$ cat config.mk
export PLATFORM = sky130hd
export DESIGN_NAME = muldiv
export DESIGN_NICKNAME = d
export VERILOG_FILES = /design/src/rtl/muldiv_pkg.sv /design/src/rtl/divu32.sv /design/src/rtl/muldiv.sv
export SDC_FILE = /design/constraint.sdc
export NUM_CORES = 2
export LEC_CHECK = 0
export ABC_CLOCK_PERIOD_IN_PS = 12900
export CORE_MARGIN = 2
export CORE_UTILIZATION = 55
export CTS_BUF_LIST = sky130_fd_sc_hd__clkbuf_4
export DETAILED_ROUTE_END_ITERATION = 8
export GPL_TIMING_DRIVEN = 0
export PLACE_DENSITY_LB_ADDON = 0.2
export SETUP_SLACK_MARGIN = 0.2
export SYNTH_ARGS = -nofsm -noshare
export SYNTH_HDL_FRONTEND = slang
export SYNTH_SLANG_ARGS = --single-unit
$ cat constraint.sdc
create_clock -name clk -period 12.9 [get_ports clk]
set_input_delay 2.58 -clock clk [delete_from_list [all_inputs] [get_ports clk]]
set_output_delay 2.58 -clock clk [all_outputs]
set_load 0.1 [all_outputs]
$ cat src/rtl/muldiv_pkg.sv
// muldiv_pkg: shared types and constants for the iterative multiply/divide unit.
//   i32            - 32-bit data word used for every 32-bit signal
//   muldiv_op_t    - operation encoding (MULT=0, MULTU=1, DIV=2, DIVU=3)
//   muldiv_state_t - control FSM states
//   DIV_ITERS      - number of restoring-division iterations
//   magnitude()    - absolute value of a word, treated as signed or unsigned
package muldiv_pkg;

  typedef logic [31:0] i32;

  typedef enum logic [1:0] {
    OP_MULT  = 2'd0,
    OP_MULTU = 2'd1,
    OP_DIV   = 2'd2,
    OP_DIVU  = 2'd3
  } muldiv_op_t;

  typedef enum logic [1:0] {
    IDLE = 2'd0,
    MUL  = 2'd1,
    DIV  = 2'd2,
    DONE = 2'd3
  } muldiv_state_t;

  localparam int DIV_ITERS = 32;

  // Two's-complement magnitude. The most negative value maps onto itself,
  // which is exactly 2^31 when read back as unsigned.
  function automatic i32 magnitude(input i32 x, input logic is_signed);
    return (is_signed && x[31]) ? -x : x;
  endfunction

endpackage

$ cat src/rtl/divu32.sv
// divu32: one step of an unsigned restoring divider (purely combinational).
//   rq      in  64  {partial remainder, dividend/quotient shift register}
//   divisor in  32  divisor magnitude
//   rq_next out 64  register value after this step; the new quotient bit
//                   enters at bit 0
module divu32
  import muldiv_pkg::*;
(
  input  logic [63:0] rq,
  input  i32          divisor,
  output logic [63:0] rq_next
);

  logic [32:0] trial;
  logic        fits;
  i32          rem_trial;

  // The shifted remainder can be 33 bits wide (remainder < divisor <= 2^32-1),
  // so the compare uses the bit shifted out of the top.
  always_comb begin
    trial     = rq[63:31];
    fits      = trial >= {1'b0, divisor};
    rem_trial = trial[31:0] - divisor;
    rq_next   = fits ? {rem_trial, rq[30:0], 1'b1}
                     : {trial[31:0], rq[30:0], 1'b0};
  end

endmodule

$ cat src/rtl/muldiv.sv
// muldiv: iterative MULT/MULTU/DIV/DIVU unit producing HI/LO results.
//   clk       in   1  clock, rising edge
//   resetn    in   1  synchronous active-low reset
//   in_valid  in   1  request present
//   in_ready  out  1  request can be accepted (IDLE and no flush)
//   op        in   2  MULT=0, MULTU=1, DIV=2, DIVU=3
//   a, b      in  32  rs / rt operands
//   flush     in   1  abort in-flight operation and suppress its write
//   busy      out  1  operation in flight (state != IDLE)
//   hi_data   out 32  product[63:32] / remainder
//   lo_data   out 32  product[31:0]  / quotient
//   hi_write  out  1  commit hi_data this cycle
//   lo_write  out  1  commit lo_data this cycle
// Latency from acceptance in cycle c: multiply strobes at c+2, divide at c+33.
module muldiv
  import muldiv_pkg::*;
(
  input  logic       clk,
  input  logic       resetn,
  input  logic       in_valid,
  output logic       in_ready,
  input  logic [1:0] op,
  input  i32         a,
  input  i32         b,
  input  logic       flush,
  output logic       busy,
  output i32         hi_data,
  output i32         lo_data,
  output logic       hi_write,
  output logic       lo_write
);

  muldiv_state_t state, state_next;

  muldiv_op_t  op_q;
  i32          a_q, b_q;
  i32          div_mag;
  logic [63:0] rq, rq_next;
  logic [4:0]  cnt;
  logic [63:0] result;

  logic              accept;
  logic              last_iter;
  logic              signed_op;
  logic signed [32:0] mul_a, mul_b;
  logic [63:0]       product;
  i32                quo_fix, rem_fix;

  assign accept    = in_valid && in_ready;
  assign last_iter = (cnt == 5'(DIV_ITERS - 1));
  // MULT and DIV (even encodings) are the signed operations.
  assign signed_op = !op_q[0];

  // ---------------- control FSM ----------------
  // NOTE: sequential state uses non-blocking (<=) so every register samples
  // pre-edge values regardless of statement order.
  always_ff @(posedge clk) begin
    if (!resetn) state <= IDLE;
    else         state <= state_next;
  end

  // NOTE: defaults are assigned first so no path leaves state_next
  // unassigned, which would otherwise infer a latch.
  always_comb begin
    state_next = state;
    unique case (state)
      IDLE: if (accept) state_next = op[1] ? DIV : MUL;
      MUL:  state_next = DONE;
      DIV:  if (last_iter) state_next = DONE;
      DONE: state_next = IDLE;
      default: state_next = IDLE;
    endcase
    if (flush) state_next = IDLE;
  end

  // ---------------- datapath ----------------
  // Sign/zero extension to 33 bits lets one signed multiplier serve both
  // MULT and MULTU; only the low 64 bits of the product are meaningful.
  assign mul_a   = {signed_op & a_q[31], a_q};
  assign mul_b   = {signed_op & b_q[31], b_q};
  assign product = 64'(mul_a) * 64'(mul_b);

  divu32 u_divu32 (
    .rq      (rq),
    .divisor (div_mag),
    .rq_next (rq_next)
  );

  // Sign fixup on the final step. A zero divisor forces an all-ones
  // quotient even for signed operands; the remainder is already |a| and
  // re-signing it restores a. The 0x80000000 / -1 case needs no special
  // handling: the magnitude quotient 2^31 negates onto itself.
  always_comb begin
    rem_fix = (signed_op && a_q[31]) ? -rq_next[63:32] : rq_next[63:32];
    if (b_q == '0)
      quo_fix = '1;
    else if (signed_op && (a_q[31] ^ b_q[31]))
      quo_fix = -rq_next[31:0];
    else
      quo_fix = rq_next[31:0];
  end

  always_ff @(posedge clk) begin
    if (!resetn) begin
      op_q    <= OP_MULT;
      a_q     <= '0;
      b_q     <= '0;
      div_mag <= '0;
      rq      <= '0;
      cnt     <= '0;
      result  <= '0;
    end else begin
      unique case (state)
        IDLE: begin
          if (accept) begin
            op_q    <= muldiv_op_t'(op);
            a_q     <= a;
            b_q     <= b;
            rq      <= {32'd0, magnitude(a, !op[0])};
            div_mag <= magnitude(b, !op[0]);
            cnt     <= '0;
          end
        end
        MUL: begin
          if (!flush) result <= product;
        end
        DIV: begin
          if (!flush) begin
            rq  <= rq_next;
            cnt <= cnt + 5'd1;
            if (last_iter) result <= {rem_fix, quo_fix};
          end
        end
        default: ;
      endcase
    end
  end

  // ---------------- outputs ----------------
  assign in_ready = (state == IDLE) && !flush;
  assign busy     = (state != IDLE);
  assign hi_write = (state == DONE) && !flush;
  assign lo_write = (state == DONE) && !flush;
  assign hi_data  = result[63:32];
  assign lo_data  = result[31:0];

endmodule

Word level (Yosys, flattened, before mapping)
Cells that the tools add are included.

operators by class
  bitwise logic cells = 4
  mux-type cells = 20
  equal/unequal tests = 8
  add/sub/neg operators = 6
  shift-type cells = 0
  divide/modulo/power cells = 0
  $lt $le $gt $ge = 1
  reduce and logical (&&, ||, !) cells = 20
  multipliers = 1

operator list
  operator               number
  $mux W64               6
  $pmux W64 S2           2
  $mux W32               5
  $neg A32 Y32           4
  $mul A33 B33 Y64       1
  $ge A33 B32 Y1         1
  $logic_not A32 Y1      1
  $sub A32 B32 Y32       1
  $mux W5                2
  $pmux W5 S2            1
  $ne A2 B2 Y1 const B   4
  $pmux W2 S4            1
  $logic_and A1 B1 Y1    7
  $mux W2                3
  $reduce_bool A2 Y1     3
  $add A5 B1 Y5 const B  1
  $eq A5 B5 Y1 const B   1
  $eq A2 B2 Y1 const B   2
  $reduce_and A2 Y1      2
  $reduce_and A4 Y1      1
  $logic_not A1 Y1       3
  $reduce_and A3 Y1      1
  $and A1 B1 Y1          2
  $eq A2 B1 Y1 const B   1
  other kinds (4)        4

word-level totals
  bits in writable memories = 0
  bits in read-only memories = 0
  memories kept = 0
  bits in registers = 232
  logic and storage cells = 68
  bits in latches = 0
  input bits = 70
  output and inout port bits = 68

Longest topological paths before layout
  depth in word-level cells = 8
  gate-level depth with buffers = 32
  mapped depth without buffers = 30

Cells and area by module
From an unflattened synthesis, not the netlist that was laid out.

unflattened totals
  cells, all modules = 6146
  area, all modules = 52369.0 um^2

by module, submodules not included
  module  seq. area each (um^2)  area an instance (um^2)  times used  cells each
  muldiv  4624.4                 49797.8                  1           5791
  divu32  0.0                    2571.2                   1           355

Least setup slack after synthesis
No wires, ideal clock.

  path kind = flip-flop to flip-flop
  start point = reg a_q[31]
  end point = reg result[63]
  data required time = 12.813 ns
  data arrival time = 8.356 ns
  library setup time = 0.087 ns
  period minus slack after synthesis = 8.443 ns
  path slack = 4.457 ns
  cell stages (with the launch flop) = 30
  buffers on the path = 2
  path through = dfxtp_1 -> nor2b_1 -> clkbuf_1 -> clkbuf_1 -> nand2_1 -> inv_1 -> fa_1 -> fa_1 -> fa_1 -> inv_1 -> fa_1 -> inv_1 -> fa_1 -> fa_1 -> fa_1 -> inv_1 -> fa_1 -> inv_1 -> ha_1 -> o211ai_1 -> a211oi_1 -> a31o_2 -> o31ai_4 -> o31ai_4 -> a311oi_4 -> o22a_1 -> o31ai_1 -> nor4_1 -> or4_1 -> o31ai_1

on the way
  longest elaborated chain between the ends = 5
  elaborated cells on any way between the ends = 8
  those cells by class = 1 x mul; 5 x mux; 1 x bitwise; 1 x reduce/logical

RTL lines
  element                                                   RTL line       text
  start, declared                                           muldiv.sv:36   i32 a_q, b_q;
  start signal, assigned                                    muldiv.sv:106  a_q <= '0;
  start signal, assigned                                    muldiv.sv:117  a_q <= a;
  branches (longest 4 deep; another with $mul A33 B33 Y64)  -
  $pmux W64 S2 *                                            muldiv.sv:113  unique case (state)
  end signal, assigned                                      muldiv.sv:125  if (!flush) result <= product;
  end signal, assigned                                      muldiv.sv:131  if (last_iter) result <= {rem_fix, quo_fix};
  end, declared                                             muldiv.sv:40   logic [63:0] result;

Every way passes the cells marked *. The select of a mux whose other input is x is not followed.
A chain may end at the register's enable or synchronous reset.

Final worst setup path
  start point = reg b_q[11]
  end point = reg result[63]

on the way
  longest elaborated chain between the ends = 3

RTL lines
  element                 RTL line       text
  start, declared         muldiv.sv:36
  start signal, assigned  muldiv.sv:107  b_q <= '0;
  start signal, assigned  muldiv.sv:118  b_q <= b;
  $mul A33 B33 Y64        muldiv.sv:81   assign product = 64'(mul_a) * 64'(mul_b);
  $mux W64                muldiv.sv:125
  $pmux W64 S2            muldiv.sv:113

No other way between the ends. The select of a mux whose other input is x is not followed.

==> flow_summary.toml <==
[synth]
synth_seq_area_share_pct = 8.91
async_reset_ff_share_pct = 0
syn-cell-area_um2 = 51900
synth_fp_nets = 7514
syn_avg_cell_area_um2 = 8.56
ys.flop_type = "dfxtp_1"
ys_warn_count = 0
synth-seq-cells = 231
yosysTopAreaCell = "fa_1"
synth_enable_flop_cells = 0
synth.distinct_cells = 91
synthTopCellsByArea = "fa_1, dfxtp_1, inv_1"
netlist_instances = 6062
yosysTopAreaCellShare_pct = 43.4

[timing]
rsz0062_at_grt = "no"
fin_crit_ps = 11360
fin_setup_tns_ps = 0
fin_ws_ps = 1540
finalHoldViolations = 0
fmaxAchievable_ghz = 0.0880
fin_crit_sh_pct = 88.1
clock_skew_ps = 61.6
report.final.setup_viol = 0
drv_slew = 21
relSlewSlack_pct = -1.91
tightest_slew_ps = 1530

[outcome]
status = "finished, violations left"
violations = "capacitance limit, slew limit"

[setup_path]
cp_num_cells = 31
path_class = "flip-flop to flip-flop"
cp-end-kind = "flip-flop"
path_common_cell = "fa_1"
slowest_stage = "clkbuf_1"
reg2regPathDepth = 31
cpLargestDelayFamily = "adder cells"
start_kind = "flip-flop"
cp_data_required_time_ps = 13540
cpPeakStageDelay_ps = 1080
cp_num_buf_inv = 9
critPathMaxFanout = 10
cp_data_arrival_time_ps = 12010
rrSetupSlack_ps = 1540

[power_and_ir_drop]
p_leak_nw = 25.9
power.density_nw_per_um2 = 54.3
vdd_drop_max_mv = 0.118

[floorplan]
fp.dieW_um = 311
die_area_um2 = 96900
ios = 138
start_util_pct = 55.5
rows = 112
fp.dieH_um = 311
core_region_area_um2 = 93500

[clock_tree]
post_cts_buffers = 0
cts_tree = "built"
cts-resized-gates = 0
cts_htree_levels = 2
cts_buffers = 56
cts_num_sinks = 231
holdBufCountCts = 0
cts_root_buf = "clkbuf_4"
path_clk_slew_ps = 80
cts_buffer_depth = 3
clk_latency_ps = 790

[drt]
ant_nets = 0
drc = 0
wl_mm = 196
firstDrtPassIters = 6
via_per_inst = 5.90
via_count = 44714
wl_per_cell_um = 25.9
drtIter0Drc = 4739

[placement]
hpwl_mm = 162
dp_cells = 7453
gp_congestion = 0.999
dp_slack_ps = 1850
place_area_um2 = 54900
io_buffers = 137

[layout]
area_delta_synth_final_pct = 7.16
drive_above_1_share_pct = 2.32
layout.cells.non_filler = 7574
nNetsFinal = 7709
fill_cells = 8749
finalInstanceArea_um2 = 55600

[grt]
antenna_found_initial = 15
grt_max_degree = 25
grt_pass1_vias = 45615
grtUsageTotal_pct = 41.0
grt-ovfl-total = 0
grt_first_pass_wirelength_mm = 292

[run]
drv_cap = 2

[hold_path]
min_path_type = "flip-flop to flip-flop"
whs_path_depth = 2
synth_stat cells, types with 5 or more instances:
library cell and n:
inv_1 1192, fa_1 1126, nand2_1 950, and2_1 366, clkbuf_1 335, nor2_1 313, a21oi_1 300, ha_1 256
dfxtp_1 231, xnor2_1 133, o21ai_0 119, xor2_1 70, a211oi_1 53, nor3_1 53, nand3_1 43, a21o_1 39
nor4_1 39, mux2i_1 31, o22a_1 29, a31oi_1 25, o221ai_1 24, o31ai_1 23, nand2b_1 21, nor2b_1 20
or3_1 16, and3_1 15, buf_1 14, nand4_1 14, o21bai_1 14, or2_2 14, o211ai_1 13, o21a_1 10
a211o_1 9, buf_2 9, or4_1 9, and4_1 8, a22oi_1 7, a311oi_1 7, o41ai_1 6, nand3b_1 5
o2111ai_1 5, o21ai_1 5
final timing paths:
path              from          to
max            b_q[11]  result[63]
min          result[3]   result[3]
max reg2reg    b_q[11]  result[63]
min reg2reg  result[3]   result[3]
placed cells by master (no fill, tap or decap), drive strengths merged, types with 8 or more instances in the layout:
cell type and n:
inv 1195, fa 1126, nand2 950, clkbuf 417, and2 367, nor2 313
a21oi 303, ha 256, dfxtp 231, clkdlybuf4s50 137, xnor2 133, o21ai 124
xor2 70, nor3 56, a211oi 56, nand3 44, nor4 39, a21o 39
mux2i 31, o22a 29, buf 29, a31oi 25, o31ai 25, o221ai 24
nand2b 21, clkinv 21, nor2b 20, diode 16, or3 16, and3 16
nand4 15, or2 14, o21bai 14, o211ai 13, o21a 10, or4 9
a211o 9, and4 8, a311oi 8, a22oi 8
tightest hold or removal path, stage by stage (launching register included):
cell     delay (ps)
dfxtp_1         310
nand2_1          50
a21oi_1          50
cells by family after synthesis:
kind of cell | Yosys count | share of synthesized area, %
AND/OR/NAND/NOR | 1906 | 16.8
multiplexers | 35 | 0.684
buffers and inverters | 1559 | 11.4
adder cells (fa/ha/maj) | 1382 | 49.6
AO/OA/AOI/OAI | 746 | 9.22
XOR/XNOR | 203 | 3.42
flip-flops | 231 | 8.91
power breakdown:
| part | switching [mW] | internal (mW) |
|---|---|---|
| sequential | 0.0448 | 0.746 |
| clock | 0.351 | 0.313 |
| combinational | 1.07 | 0.496 |
| total | 1.46 | 1.56 |
registers in the layout (all words and copies together), names as in the netlist:
register	count
op_q	1
result	64
b_q	32
div_mag	31
cnt	5
a_q	32
state	2
rq	64
final cells by class:
| class | instances | area (um2) | share of cell area (%) |
|---|---|---|---|
| clock inverter | 23 | 121 | 0.218 |
| multi-input combinational | 4272 | 41400 | 74.4 |
| clock buffer | 82 | 616 | 1.11 |
| antenna | 16 | 40.0 | 0.0720 |
| inverter | 1195 | 4490 | 8.06 |
| tap | 1254 | 1570 | 2.82 |
| buffer | 364 | 1410 | 2.53 |
| sequential | 231 | 4620 | 8.31 |
| timing repair buffer | 137 | 1370 | 2.46 |
per-layer routing:
layer,vias up,global-route usage (%),share of wire [%]
met4,14,24.4,7.2
met5,-,0,0.062
met1,22551,54.4,39
met2,2636,61.9,44
li1,18864,-,-
met3,649,9.14,11
per-stage QoR:
step / power [mW] / hold WS (ps) / util [%]
floorplan: 1.73 / 436 / -
global placement: 2.31 / 444 / 58.7
detailed placement: 2.32 / 449 / 58.7
CTS: 2.98 / 462 / 59.5
global route: 3.16 / 474 / 59.5
finish: 3.02 / 460 / 59.5
Power figures use the tool's default switching activity.
